### config.mk
export PLATFORM = sky130hd
export DESIGN_NAME = macrocell_cfg_loader
export DESIGN_NICKNAME = d
export VERILOG_FILES = /design/src/rtl/macrocell_cfg_loader.sv
export SDC_FILE = /design/constraint.sdc
export NUM_CORES = 1
export LEC_CHECK = 0
export BUFFER_PORTS_ARGS = -buffer_cell sky130_fd_sc_hd__buf_2
export CAP_MARGIN = 25
export CORE_MARGIN = 1
export CORE_UTILIZATION = 45
export DETAILED_ROUTE_END_ITERATION = 10
export GPL_TIMING_DRIVEN = 0
export PLACE_DENSITY = 0.68
export SYNTH_ARGS = -nofsm -noshare
export SYNTH_HDL_FRONTEND = slang
export SYNTH_SLANG_ARGS = --single-unit
### constraint.sdc
create_clock -name clk_v -period 4.6 [get_ports clk_v]
set_input_delay 0.23 -clock clk_v [delete_from_list [all_inputs] [get_ports clk_v]]
set_output_delay 0.23 -clock clk_v [all_outputs]
set_load 0.005 [all_outputs]
### src/rtl/macrocell_cfg_loader.sv
`timescale 1ns/1ps
// ---------------------------------------------------------------------------
// macrocell_cfg_loader
//
// Purpose:
//   Serial configuration controller for a macrocell array. It receives a
//   framed, even-parity-protected bit stream under a valid/ready handshake.
//   For each macrocell it deserialises one frame of CFG_BITS data bits
//   (LSB first) plus one parity bit. It then issues one parallel write into
//   the macrocell configuration register file. The write strobe appears the
//   cycle after the parity bit is accepted.
//
// Optional feature (macro CFG_CRC8_EN):
//   When the macro is defined, the loader checks an 8-bit CRC trailer after
//   the last frame. The trailer is sent MSB first. The CRC uses polynomial
//   0x07, init 0x00, no reflection and no final XOR. It covers every data
//   bit in arrival order; parity bits are excluded. When the macro is not
//   defined, the last write goes straight to DONE.
//
// Ports:
//   clk_v        in   clock, rising edge
//   rst_v        in   asynchronous active-high reset
//   start_v      in   begin a load (honoured in IDLE, DONE, ERROR)
//   abort_v      in   abandon the load in progress (wins over start_v)
//   sdi_v        in   serial data bit
//   sdi_valid_v  in   sdi_v is valid this cycle
//   sdi_ready_v  out  loader accepts a bit this cycle
//   cfg_wr_v     out  one-cycle write strobe
//   cfg_addr_v   out  macrocell index of the write (held between writes)
//   cfg_data_v   out  configuration word, bit 0 received first (held)
//   busy_v       out  load in progress
//   done_v       out  load completed successfully (level)
//   err_v        out  load failed (level)
// ---------------------------------------------------------------------------
module macrocell_cfg_loader #(
  parameter int NUM_MC   = 16,
  parameter int ADDR_W   = 4,
  parameter int CFG_BITS = 21
) (
  input  logic                clk_v,
  input  logic                rst_v,
  input  logic                start_v,
  input  logic                abort_v,
  input  logic                sdi_v,
  input  logic                sdi_valid_v,
  output logic                sdi_ready_v,
  output logic                cfg_wr_v,
  output logic [ADDR_W-1:0]   cfg_addr_v,
  output logic [CFG_BITS-1:0] cfg_data_v,
  output logic                busy_v,
  output logic                done_v,
  output logic                err_v
);

  // Counts data bits 0..CFG_BITS-1; the value CFG_BITS marks the parity bit.
  localparam int CNT_W = $clog2(CFG_BITS + 1);

  typedef enum logic [2:0] {
    S_IDLE,
    S_SHIFT,
    S_WRITE,
    S_DONE,
    S_ERROR
`ifdef CFG_CRC8_EN
    , S_CRC
`endif
  } state_t;

  state_t              state;
  logic [CNT_W-1:0]    bit_cnt;
  logic [ADDR_W-1:0]   frame_cnt;
  logic [CFG_BITS-1:0] shift_reg;

  logic accept;
  logic last_frame;

  assign accept     = sdi_valid_v & sdi_ready_v;
  assign last_frame = (frame_cnt == ADDR_W'(NUM_MC - 1));

`ifdef CFG_CRC8_EN
  logic [7:0] crc_q;   // running CRC over accepted data bits
  logic [6:0] crc_rx;  // first seven trailer bits; the eighth is compared live

  function automatic logic [7:0] crc8_step(input logic [7:0] crc, input logic din);
    logic fb;
    fb = crc[7] ^ din;
    return {crc[6:0], 1'b0} ^ (fb ? 8'h07 : 8'h00);
  endfunction
`endif

  // Every status output is registered next to the state transition that
  // defines it. Outputs are therefore plain flops with no decode logic.
  always_ff @(posedge clk_v or posedge rst_v) begin
    if (rst_v) begin
      // NOTE: the shift register is reset like every other flop. A reset
      // load must not expose data left over from the previous load.
      state       <= S_IDLE;
      bit_cnt     <= '0;
      frame_cnt   <= '0;
      shift_reg   <= '0;
      sdi_ready_v <= 1'b0;
      cfg_wr_v    <= 1'b0;
      cfg_addr_v  <= '0;
      cfg_data_v  <= '0;
      busy_v      <= 1'b0;
      done_v      <= 1'b0;
      err_v       <= 1'b0;
`ifdef CFG_CRC8_EN
      crc_q       <= '0;
      crc_rx      <= '0;
`endif
    end else begin
      // NOTE: non-blocking throughout. Every branch below reads the values
      // from before this edge; that is what makes the strobe one cycle wide.
      cfg_wr_v <= 1'b0;

      case (state)
        S_IDLE, S_DONE, S_ERROR: begin
          if (start_v && !abort_v) begin
            state       <= S_SHIFT;
            frame_cnt   <= '0;
            bit_cnt     <= '0;
            done_v      <= 1'b0;
            err_v       <= 1'b0;
            busy_v      <= 1'b1;
            sdi_ready_v <= 1'b1;
`ifdef CFG_CRC8_EN
            crc_q       <= '0;
`endif
          end
        end

        S_SHIFT: begin
          if (abort_v) begin
            state       <= S_IDLE;
            busy_v      <= 1'b0;
            sdi_ready_v <= 1'b0;
          end else if (accept) begin
            if (bit_cnt == CNT_W'(CFG_BITS)) begin
              // Parity bit: the XOR of the whole frame must be 0.
              sdi_ready_v <= 1'b0;
              if ((^shift_reg ^ sdi_v) == 1'b0) begin
                state      <= S_WRITE;
                cfg_wr_v   <= 1'b1;
                cfg_addr_v <= frame_cnt;
                cfg_data_v <= shift_reg;
              end else begin
                state  <= S_ERROR;
                busy_v <= 1'b0;
                err_v  <= 1'b1;
              end
            end else begin
              // Shift right so that the first bit ends up in bit 0 after
              // CFG_BITS shifts.
              shift_reg <= {sdi_v, shift_reg[CFG_BITS-1:1]};
              bit_cnt   <= bit_cnt + CNT_W'(1);
`ifdef CFG_CRC8_EN
              crc_q     <= crc8_step(crc_q, sdi_v);
`endif
            end
          end
        end

        S_WRITE: begin
          // The strobe for this cycle is already on the port. An abort only
          // stops what follows it.
          if (abort_v) begin
            state  <= S_IDLE;
            busy_v <= 1'b0;
          end else if (last_frame) begin
`ifdef CFG_CRC8_EN
            state       <= S_CRC;
            bit_cnt     <= '0;
            sdi_ready_v <= 1'b1;
`else
            state  <= S_DONE;
            busy_v <= 1'b0;
            done_v <= 1'b1;
`endif
          end else begin
            state       <= S_SHIFT;
            frame_cnt   <= frame_cnt + ADDR_W'(1);
            bit_cnt     <= '0;
            sdi_ready_v <= 1'b1;
          end
        end

`ifdef CFG_CRC8_EN
        S_CRC: begin
          if (abort_v) begin
            state       <= S_IDLE;
            busy_v      <= 1'b0;
            sdi_ready_v <= 1'b0;
          end else if (accept) begin
            if (bit_cnt == CNT_W'(7)) begin
              sdi_ready_v <= 1'b0;
              busy_v      <= 1'b0;
              if ({crc_rx, sdi_v} == crc_q) begin
                state  <= S_DONE;
                done_v <= 1'b1;
              end else begin
                state <= S_ERROR;
                err_v <= 1'b1;
              end
            end else begin
              crc_rx  <= {crc_rx[5:0], sdi_v};
              bit_cnt <= bit_cnt + CNT_W'(1);
            end
          end
        end
`endif

        default: begin
          state       <= S_IDLE;
          busy_v      <= 1'b0;
          sdi_ready_v <= 1'b0;
        end
      endcase
    end
  end

endmodule

Word level (Yosys, flattened, before mapping)
Index checks and enable logic that the tools add are counted.
{"block": "op_classes", "addsub": 2, "n_mul": 0, "div": 0, "n_lt_le_gt_ge": 0, "n_eq_ne": 19, "shift": 0, "muxes": 47, "bitwise": 5, "reduce_logical": 17}
{"operator": "$mux W5", "n": 6}
{"operator": "$mux W1", "n": 24}
{"operator": "$reduce_xor A21 Y1", "n": 1}
{"operator": "$ne A2 B2 Y1 const B", "n": 9}
{"operator": "$mux W3", "n": 5}
{"operator": "$pmux W5 S3", "n": 1}
{"operator": "$reduce_and A5 Y1", "n": 3}
{"operator": "$mux W4", "n": 3}
{"operator": "$ne A3 B3 Y1 const B", "n": 4}
{"operator": "$reduce_and A4 Y1", "n": 3}
{"operator": "$pmux W3 S3", "n": 1}
{"operator": "$pmux W4 S2", "n": 1}
{"operator": "$reduce_and A7 Y1", "n": 1}
{"operator": "$eq A3 B2 Y1 const B", "n": 2}
{"operator": "$pmux W1 S3", "n": 2}
{"operator": "$reduce_and A6 Y1", "n": 1}
{"operator": "$add A5 B1 Y5 const B", "n": 1}
{"operator": "$eq A5 B5 Y1 const B", "n": 1}
{"operator": "$add A4 B1 Y4 const B", "n": 1}
{"operator": "$eq A4 B4 Y1 const B", "n": 1}
{"operator": "$mux W2", "n": 2}
{"operator": "$pmux W1 S2", "n": 2}
{"operator": "$reduce_bool A2 Y1", "n": 2}
{"operator": "$eq A3 B1 Y1 const B", "n": 1}
{"operator": "other kinds (10)", "n": 12}
{"block": "totals", "reg_bits": 63, "latch_bits": 0, "ram_bits": 0, "rom_bits": 0, "input_bits": 6, "output_inout_bits": 30, "elab_cells": 101, "n_memories": 0}

Longest topological paths before layout
Gate-level depths: netlist of run 1.
{"block": "logic_depth", "depth_word": 7, "mapped_depth": 9, "depth_no_buf": 8}

Worst setup path after synthesis of run 1
Ideal clock, no wire load.
{"block": "synth_path", "path_type": "flip-flop to flip-flop", "from": "register shift_reg[17]", "to": "register cfg_data_v[10]", "setup_time_ns": 0.125, "t_arrival_ns": 1.903, "required_time_ns": 4.475, "setup_slack_ns": 2.572, "stages_incl_launch_ff": 8, "n_path_buf": 1, "period_less_slack_ns": 2.028, "path_cell_list": "dfrtp_1 > xor2_1 > xnor2_1 > xnor2_1 > xnor3_2 > nand2_4 > buf_12 > mux2_4"}
{"block": "synth_between", "elab_chain_cells": 4}
{"item": "start, declared", "line_no": "72", "rtl": "logic [CFG_BITS-1:0] shift_reg;"}
{"item": "start signal, assigned", "line_no": "155", "rtl": "shift_reg <= {sdi_v, shift_reg[CFG_BITS-1:1]};"}
{"item": "$reduce_xor A21 Y1", "line_no": "142", "rtl": "if ((^shift_reg ^ sdi_v) == 1'b0) begin"}
{"item": "$xor A1 B1 Y1", "line_no": "142"}
{"item": "$not A1 Y1 (no line)"}
{"item": "$reduce_and A5 Y1 (no line)"}
{"item": "end signal, assigned", "line_no": "146", "rtl": "cfg_data_v <= shift_reg;"}
{"item": "end, declared", "line_no": "49", "rtl": "output logic [CFG_BITS-1:0] cfg_data_v,"}
No other way between the ends.
A chain may end at the register's enable or synchronous reset.

Worst setup path after layout of run 1
{"block": "layout_path", "from": "register shift_reg[19]", "to": "register cfg_data_v[9]"}
Same word-level chain as after synthesis.

==> results of run 1 <==
[stage by stage]
| stage | setup slack, ns | instances | utilization [%] |
|---|---|---|---|
| 2_1_floorplan | 2.57 | 235 | - |
| 3_3_place_gp | 2.03 | 347 | 51.2 |
| 3_5_place_dp | 2.41 | 348 | 51.5 |
| 4_1_cts | 2.38 | 365 | 56.3 |
| 5_1_grt | 2.22 | 365 | 56.3 |
| 6_report | 2.40 | 365 | 56.3 |
[final cells by class]
class | count | area [um^2]
Clock buffer | 10 | 138
Fill cell | 538 | 2790
Buffer | 9 | 90.1
Inverter | 5 | 18.8
Clock inverter | 6 | 155
Timing Repair Buffer | 37 | 205
Sequential cell | 63 | 1580
Tap cell | 77 | 96.3
Multi-Input combinational cell | 158 | 1320
[worst max-delay path: stages (launching register included)]
cell and delay, ns:
dfrtp_1 0.41, xnor2_1 0.23, xnor2_1 0.17, xnor2_1 0.14
xnor3_2 0.49, nand2_4 0.17, buf_12 0.17, mux2_4 0.31
[synth_stat cells]
cell type and count:
a211oi_1 1, a21o_1 3, or3_1 2, inv_1 5, mux2_4 19, buf_4 2, and2b_1 1, nand2_4 1
a21oi_1 7, mux2_2 27, nand2b_1 2, buf_12 2, and2_1 1, xor2_1 3, o31ai_1 1, nor2_1 13
o21ai_0 14, xnor3_2 1, mux2_1 1, o21bai_1 1, nand3b_1 2, xnor2_1 16, buf_2 1, ha_1 3
nand2_1 14, or4_1 1, or3b_2 1, nor3_4 1, clkbuf_1 2, a31oi_1 3, dfrtp_1 63, buf_6 2
and4_1 1, and4b_1 1, and2b_2 1, nor2b_1 5, nand3_1 9, a21boi_0 2
[per-layer routing]
layer	share of wire (%)	vias to the layer above	GRT usage, %	routed length (um)
li1	-	913	-	-
met1	53	932	24.3	2740
met2	43	32	23.4	2210
met3	2.5	7	3.86	127
met4	1.8	0	7.24	93
met5	0	-	0	0
[final timing paths]
kind                                                   to  slack [ns]                       from
worst max-delay path            cfg_data_v[9]$_DFFE_PP0P_        2.40  shift_reg[19]$_DFFE_PP0P_
worst min-delay path            shift_reg[20]$_DFFE_PP0P_        0.17                      sdi_v
worst max register to register  cfg_data_v[9]$_DFFE_PP0P_        2.40  shift_reg[19]$_DFFE_PP0P_
worst min register to register         done_v$_DFFE_PP0P_        0.50         done_v$_DFFE_PP0P_
max in group asynchronous       shift_reg[18]$_DFFE_PP0P_        3.52                      rst_v
min in group asynchronous         sdi_ready_v$_DFFE_PP0P_        0.49                      rst_v
[where the power goes]
group | switching [mW] | internal (mW)
logic | 0.315 | 0.338
registers | 0.0845 | 0.639
clock network | 0.213 | 0.484
[logic make-up (layout without fill, tap and decap cells)]
group                    after synthesis  in the layout  synth area share [%]
XOR/XNOR                              20             20                  6.34
adder cells (fa/ha/maj)                3              3                  1.25
buffers and inverters                 14             67                  3.63
flip-flops                            63             63                  52.5
AND/OR/NAND/NOR                       56             56                  10.1
multiplexers                          47             47                  20.0
AO/OA/AOI/OAI                         32             32                  6.13
[timing repair]
item | in CTS | in global routing
buffers inserted | 0 | 0
hold buffers | 1 | 0
endpoints found under the hold margin | 22 | 0
[cell usage in the layout (no fill, tap or decap), types with 4 or more instances in the layout]
| master | synthesis | layout |
|---|---|---|
| nor2_1 | 13 | 13 |
| buf_2 | 1 | 36 |
| clkbuf_8 | 0 | 10 |
| nor2b_1 | 5 | 5 |
| bufinv_16 | 0 | 5 |
| mux2_4 | 19 | 19 |
| dfrtp_1 | 63 | 63 |
| nand2_1 | 14 | 14 |
| xnor2_1 | 16 | 16 |
| a21oi_1 | 7 | 7 |
| inv_1 | 5 | 4 |
| mux2_2 | 27 | 27 |
| nand3_1 | 9 | 9 |
| o21ai_0 | 14 | 14 |
==> run summary, run 1 <==
GPL Wtd Cong - 0.835
RSZ-0062 raised after global routing - no
Worst Setup Start Kind - register
grt ovf - 0
Pins Over Slew Limit - 0
Final period util - 47.9%
setup_tns - 0 ns
slew at the pin closest to its max-slew limit - 0.535 ns
Synth Warn # - 0
share of cells above drive strength 1 - 38.5%
Area Growth Syn to Fin - 19.8%
I/O pins - 36
Synth Instances - 235
Residual DRC - 0
static leakage - 1.89 nW
Cell Pwr Density - 577 nW/um^2
total power draw - 2.07 mW
CP required - 4.82 ns
largest net degree at the start of global routing - 42
full die area - 7000 um^2
crit end category - register
final hold slack - 0.171 ns
DR vias - 1884
Setup Skew - 0.00824 ns
Final ANT Viol Nets - 0
initial antenna violation count - 0
H-tree depth - 3
max cap viols - 0
clk root buf - clkbuf_8
vias per inst - 5.16
nets@finish - 292
status - completed
die height - 83.7 um
vias in the first global route - 1885
HPWL after DPL - 3.55 mm
data arrival time of the worst path - 2.42 ns
critical path class - register to register
worst vdd ir - 0.338 mV
post-cts sizing count - 0
Setup Viol. Count Final - 0
syn nets - 244
relative slew slack - 64.3%
post-DR wirelength/cell - 14.2 um
buffers added on ports - 35
design area - 3590 um^2
# rows - 29
CTS tree - done
CTS Buf Count - 9
TritonRoute pass-1 iters - 4
Synth area leader - dfrtp_1
Overall Global Routing Usage - 16.6%
top cells by area, synth - dfrtp_1 (53%), mux2_2 (10%), mux2_4 (9.5%), xnor2_1 (4.7%), o21ai_0 (2.3%)
placed cell area - 3290 um^2
Critical Path Fanout Max - 10
Max clock buf depth - 2
die extent in x - 83.7 um
Post-Syn Area per Cell - 12.8 um^2
Synth top area share - 52.5%
hold crit path type - primary input to register
routed wire length - 5.17 mm
# diodes - 0
Hold Crit Depth - 2
Clock Latency Late Sink - 0.33 ns
post-layout min period - 2.20 ns
clk sink count - 63
global-route wire length before repair - 9.12 mm
Iter 0 DRT Violations - 99
Netlist cell types - 38
Clock transition at path regs - 0.07 ns
fmax - 454 MHz
post-synthesis sequential area ratio - 52.5%
total core area - 6390 um^2
initial core utilization - 47.0%
FF+latch count, synth - 63
worst reg-to-reg path cell count - 7
hold violation count in the final report - 0
Netlist Area Pre-Place - 3000 um^2
Note: power is estimated with default switching activity, not from simulation.
==> inputs of run 2 (changes only) <==
==> constraint.sdc (replaced) <==
create_clock -name clk_v -period 2.3 [get_ports clk_v]
set_input_delay 0.115 -clock clk_v [delete_from_list [all_inputs] [get_ports clk_v]]
set_output_delay 0.115 -clock clk_v [all_outputs]
set_load 0.005 [all_outputs]
==> run summary, run 2 (synthesized netlist as in run 1, its figures left out) <==
buffers added on ports - 35 (unchanged)
CP Cell Sequence - buf_4 > nor2b_1 > and2b_1 > o21ai_0 > and4_1 > buf_2 > buf_6 > mux2_1
# rows - 29 (unchanged)
static leakage - 1.89 nW (about the same)
Post-Layout Cell Count - 366 (+0.27%)
H-tree depth - 3 (unchanged)
global-route wire length before repair - 9.12 mm (unchanged)
clk root buf - clkbuf_8
most frequent cells in the layout - dfrtp_1 (63), buf_2 (36), mux2_2 (27), mux2_4 (19), xnor2_1 (15)
design area - 3620 um^2 (+0.66%)
fmax - 454 MHz (about the same)
Setup Viol. Count Final - 0 (unchanged)
setup_tns - 0 ns (unchanged)
R2R Setup Slk - 0.1 ns (-2.30 ns)
Endpoint, Worst Hold - shift_reg[20]$_DFFE_PP0P_
post-layout min period - 2.20 ns (-0.00130 ns)
hold crit path type - primary input to register
final setup margin - 0.0995 ns (-2.30 ns)
CTS tree - done
largest net degree at the start of global routing - 42 (unchanged)
CP required - 2.52 ns (-2.30 ns)
Cell Count Post-Placement - 348 (unchanged)
total core area - 6390 um^2 (unchanged)
fill cell count - 534 (-0.74%)
CTS Buf Count - 9 (unchanged)
post-DR wirelength/cell - 14.3 um (+0.94%)
R2R Path End - shift_reg[19]$_DFFE_PP0P_
nets@finish - 293 (+0.34%)
Worst path max stage delay - 0.36 ns (-0.13 ns)
Critical Path Slowest Stage Cell - dfrtp_1
Buffers & Inverters on Critical Path - 3 (+2)
Final ANT Viol Nets - 0 (unchanged)
TritonRoute pass-1 iters - 5 (+1)
I/O pins - 36 (unchanged)
DR vias - 1895 (+0.58%)
crit end category - register
Residual DRC - 0 (unchanged)
initial antenna violation count - 0 (unchanged)
Overall Global Routing Usage - 16.6% (unchanged)
share of cells above drive strength 1 - 39.1% (+0.56 points)
Final period util - 95.7% (+48 points)
kind of cell adding the most delay to the critical path - simple AND/OR/NAND/NOR gates
hold violation count in the final report - 0 (unchanged)
status - completed
Area Growth Syn to Fin - 20.6%
slew at the pin closest to its max-slew limit - 0.535 ns (-0.000302 ns)
GPL Wtd Cong - 0.835 (unchanged)
worst reg-to-reg path cell count - 8 (+1)
worst vdd ir - 0.749 mV (+120%)
critical path class - register to register
routed wire length - 5.23 mm (+1.2%)
Pins Over Slew Limit - 0 (unchanged)
vias in the first global route - 1885 (unchanged)
reg-to-reg critical path startpoint - state[1]$_DFFE_PP0P_
Iter 0 DRT Violations - 84 (-15%)
final hold slack - 0.0577 ns (-0.114 ns)
grt ovf - 0 (unchanged)
Worst Setup Start Kind - register
Critical Path Fanout Max - 10 (unchanged)
initial core utilization - 47.0% (unchanged)
Clock Latency Late Sink - 0.33 ns (about the same)
Hold Crit Depth - 2 (unchanged)
die height - 83.7 um (unchanged)
HPWL after DPL - 3.55 mm (unchanged)
relative slew slack - 64.3% (about the same)
pre-CTS setup slack - 0.109 ns (-2.30 ns)
clk sink count - 63 (unchanged)
Max clock buf depth - 2 (unchanged)
placed cell area - 3290 um^2 (unchanged)
# diodes - 0 (unchanged)
die extent in x - 83.7 um (unchanged)
leading cell type in the layout, fill and taps excluded - dfrtp_1
Setup Skew - 0.00842 ns (+0.000182 ns)
Clock transition at path regs - 0.07 ns (about the same)
final core utilization - 56.7% (+0.37 points)
vias per inst - 5.18 (+0.31%)
data arrival time of the worst path - 2.42 ns (about the same)
Cell Pwr Density - 1200 nW/um^2 (+110%)
max cap viols - 0 (unchanged)
worst min-delay path startpoint - sdi_v
total power draw - 4.35 mW (+110%)
full die area - 7000 um^2 (unchanged)
## run 2: changes by cell type in the layout (fill, tap and decap cells not counted)
cell / previous run / this run
xnor2_1: 16 / 15
nand2_4: 1 / 0
buf_4: 2 / 3
xnor2_2: 0 / 1
nand2_8: 0 / 1
## run 2: report_power, final
part	internal, mW	switching (mW)	leakage [nW]
Clock	0.967	0.425	0.146
Combinational	0.783	0.723	0.887
Sequential	1.28	0.173	0.856
Total	3.03	1.32	1.89
## run 2: cell type report
cell class / count / area [um^2] / share of cell area, %
Buffer: 9 / 90.1 / 2.49
Clock buffer: 10 / 138 / 3.80
Clock inverter: 6 / 155 / 4.29
Inverter: 5 / 18.8 / 0.519
Multi-Input combinational cell: 158 / 1330 / 36.8
Sequential cell: 63 / 1580 / 43.6
Tap cell: 77 / 96.3 / 2.66
Timing Repair Buffer: 38 / 213 / 5.88
## run 2: how the worst max path moves through the flow
| stage | startpoint | endpoint | slack, ns | depth (start not counted) |
|---|---|---|---|---|
| floorplan | shift_reg[17]$_DFFE_PP0P_ | cfg_data_v[10]$_DFFE_PP0P_ | 0.27 | 7 |
| global placement | rst_v | cfg_data_v[10]$_DFFE_PP0P_ | -0.16 | 2 |
| detailed placement | shift_reg[19]$_DFFE_PP0P_ | cfg_data_v[9]$_DFFE_PP0P_ | 0.11 | 7 |
| CTS | shift_reg[19]$_DFFE_PP0P_ | cfg_data_v[9]$_DFFE_PP0P_ | 0.08 | 7 |
| global route | state[2]$_DFFE_PP0P_ | shift_reg[0]$_DFFE_PP0P_ | -0.02 | 7 |
| finish | state[1]$_DFFE_PP0P_ | shift_reg[19]$_DFFE_PP0P_ | 0.1 | 8 |
## run 2: layer usage
layer / vias up / track usage (%) / part of all wire [%]
met1: 934 / 24.3 / 53
met2: 36 / 23.4 / 43
li1: 918 / - / -
met5: - / 0 / 0
met3: 7 / 3.86 / 2.5
met4: 0 / 7.24 / 1.6
## run 2: worst reg2reg max path: cells and delay by family, from the launching register on
kind | cells | cell delay, ns
AO/OA/AOI/OAI | 1 | 0.17
buffers and inverters | 3 | 0.49
flip-flops | 1 | 0.36
multiplexers | 1 | 0.30
AND/OR/NAND/NOR | 3 | 0.78
## run 2: what timing repair did
item                                   4_1_cts  5_1_grt
buffers inserted                             0        1
resized for setup                            0        2
endpoints found under the hold margin       22        0
hold buffers                                 1        0
setup endpoints to repair                    0       19
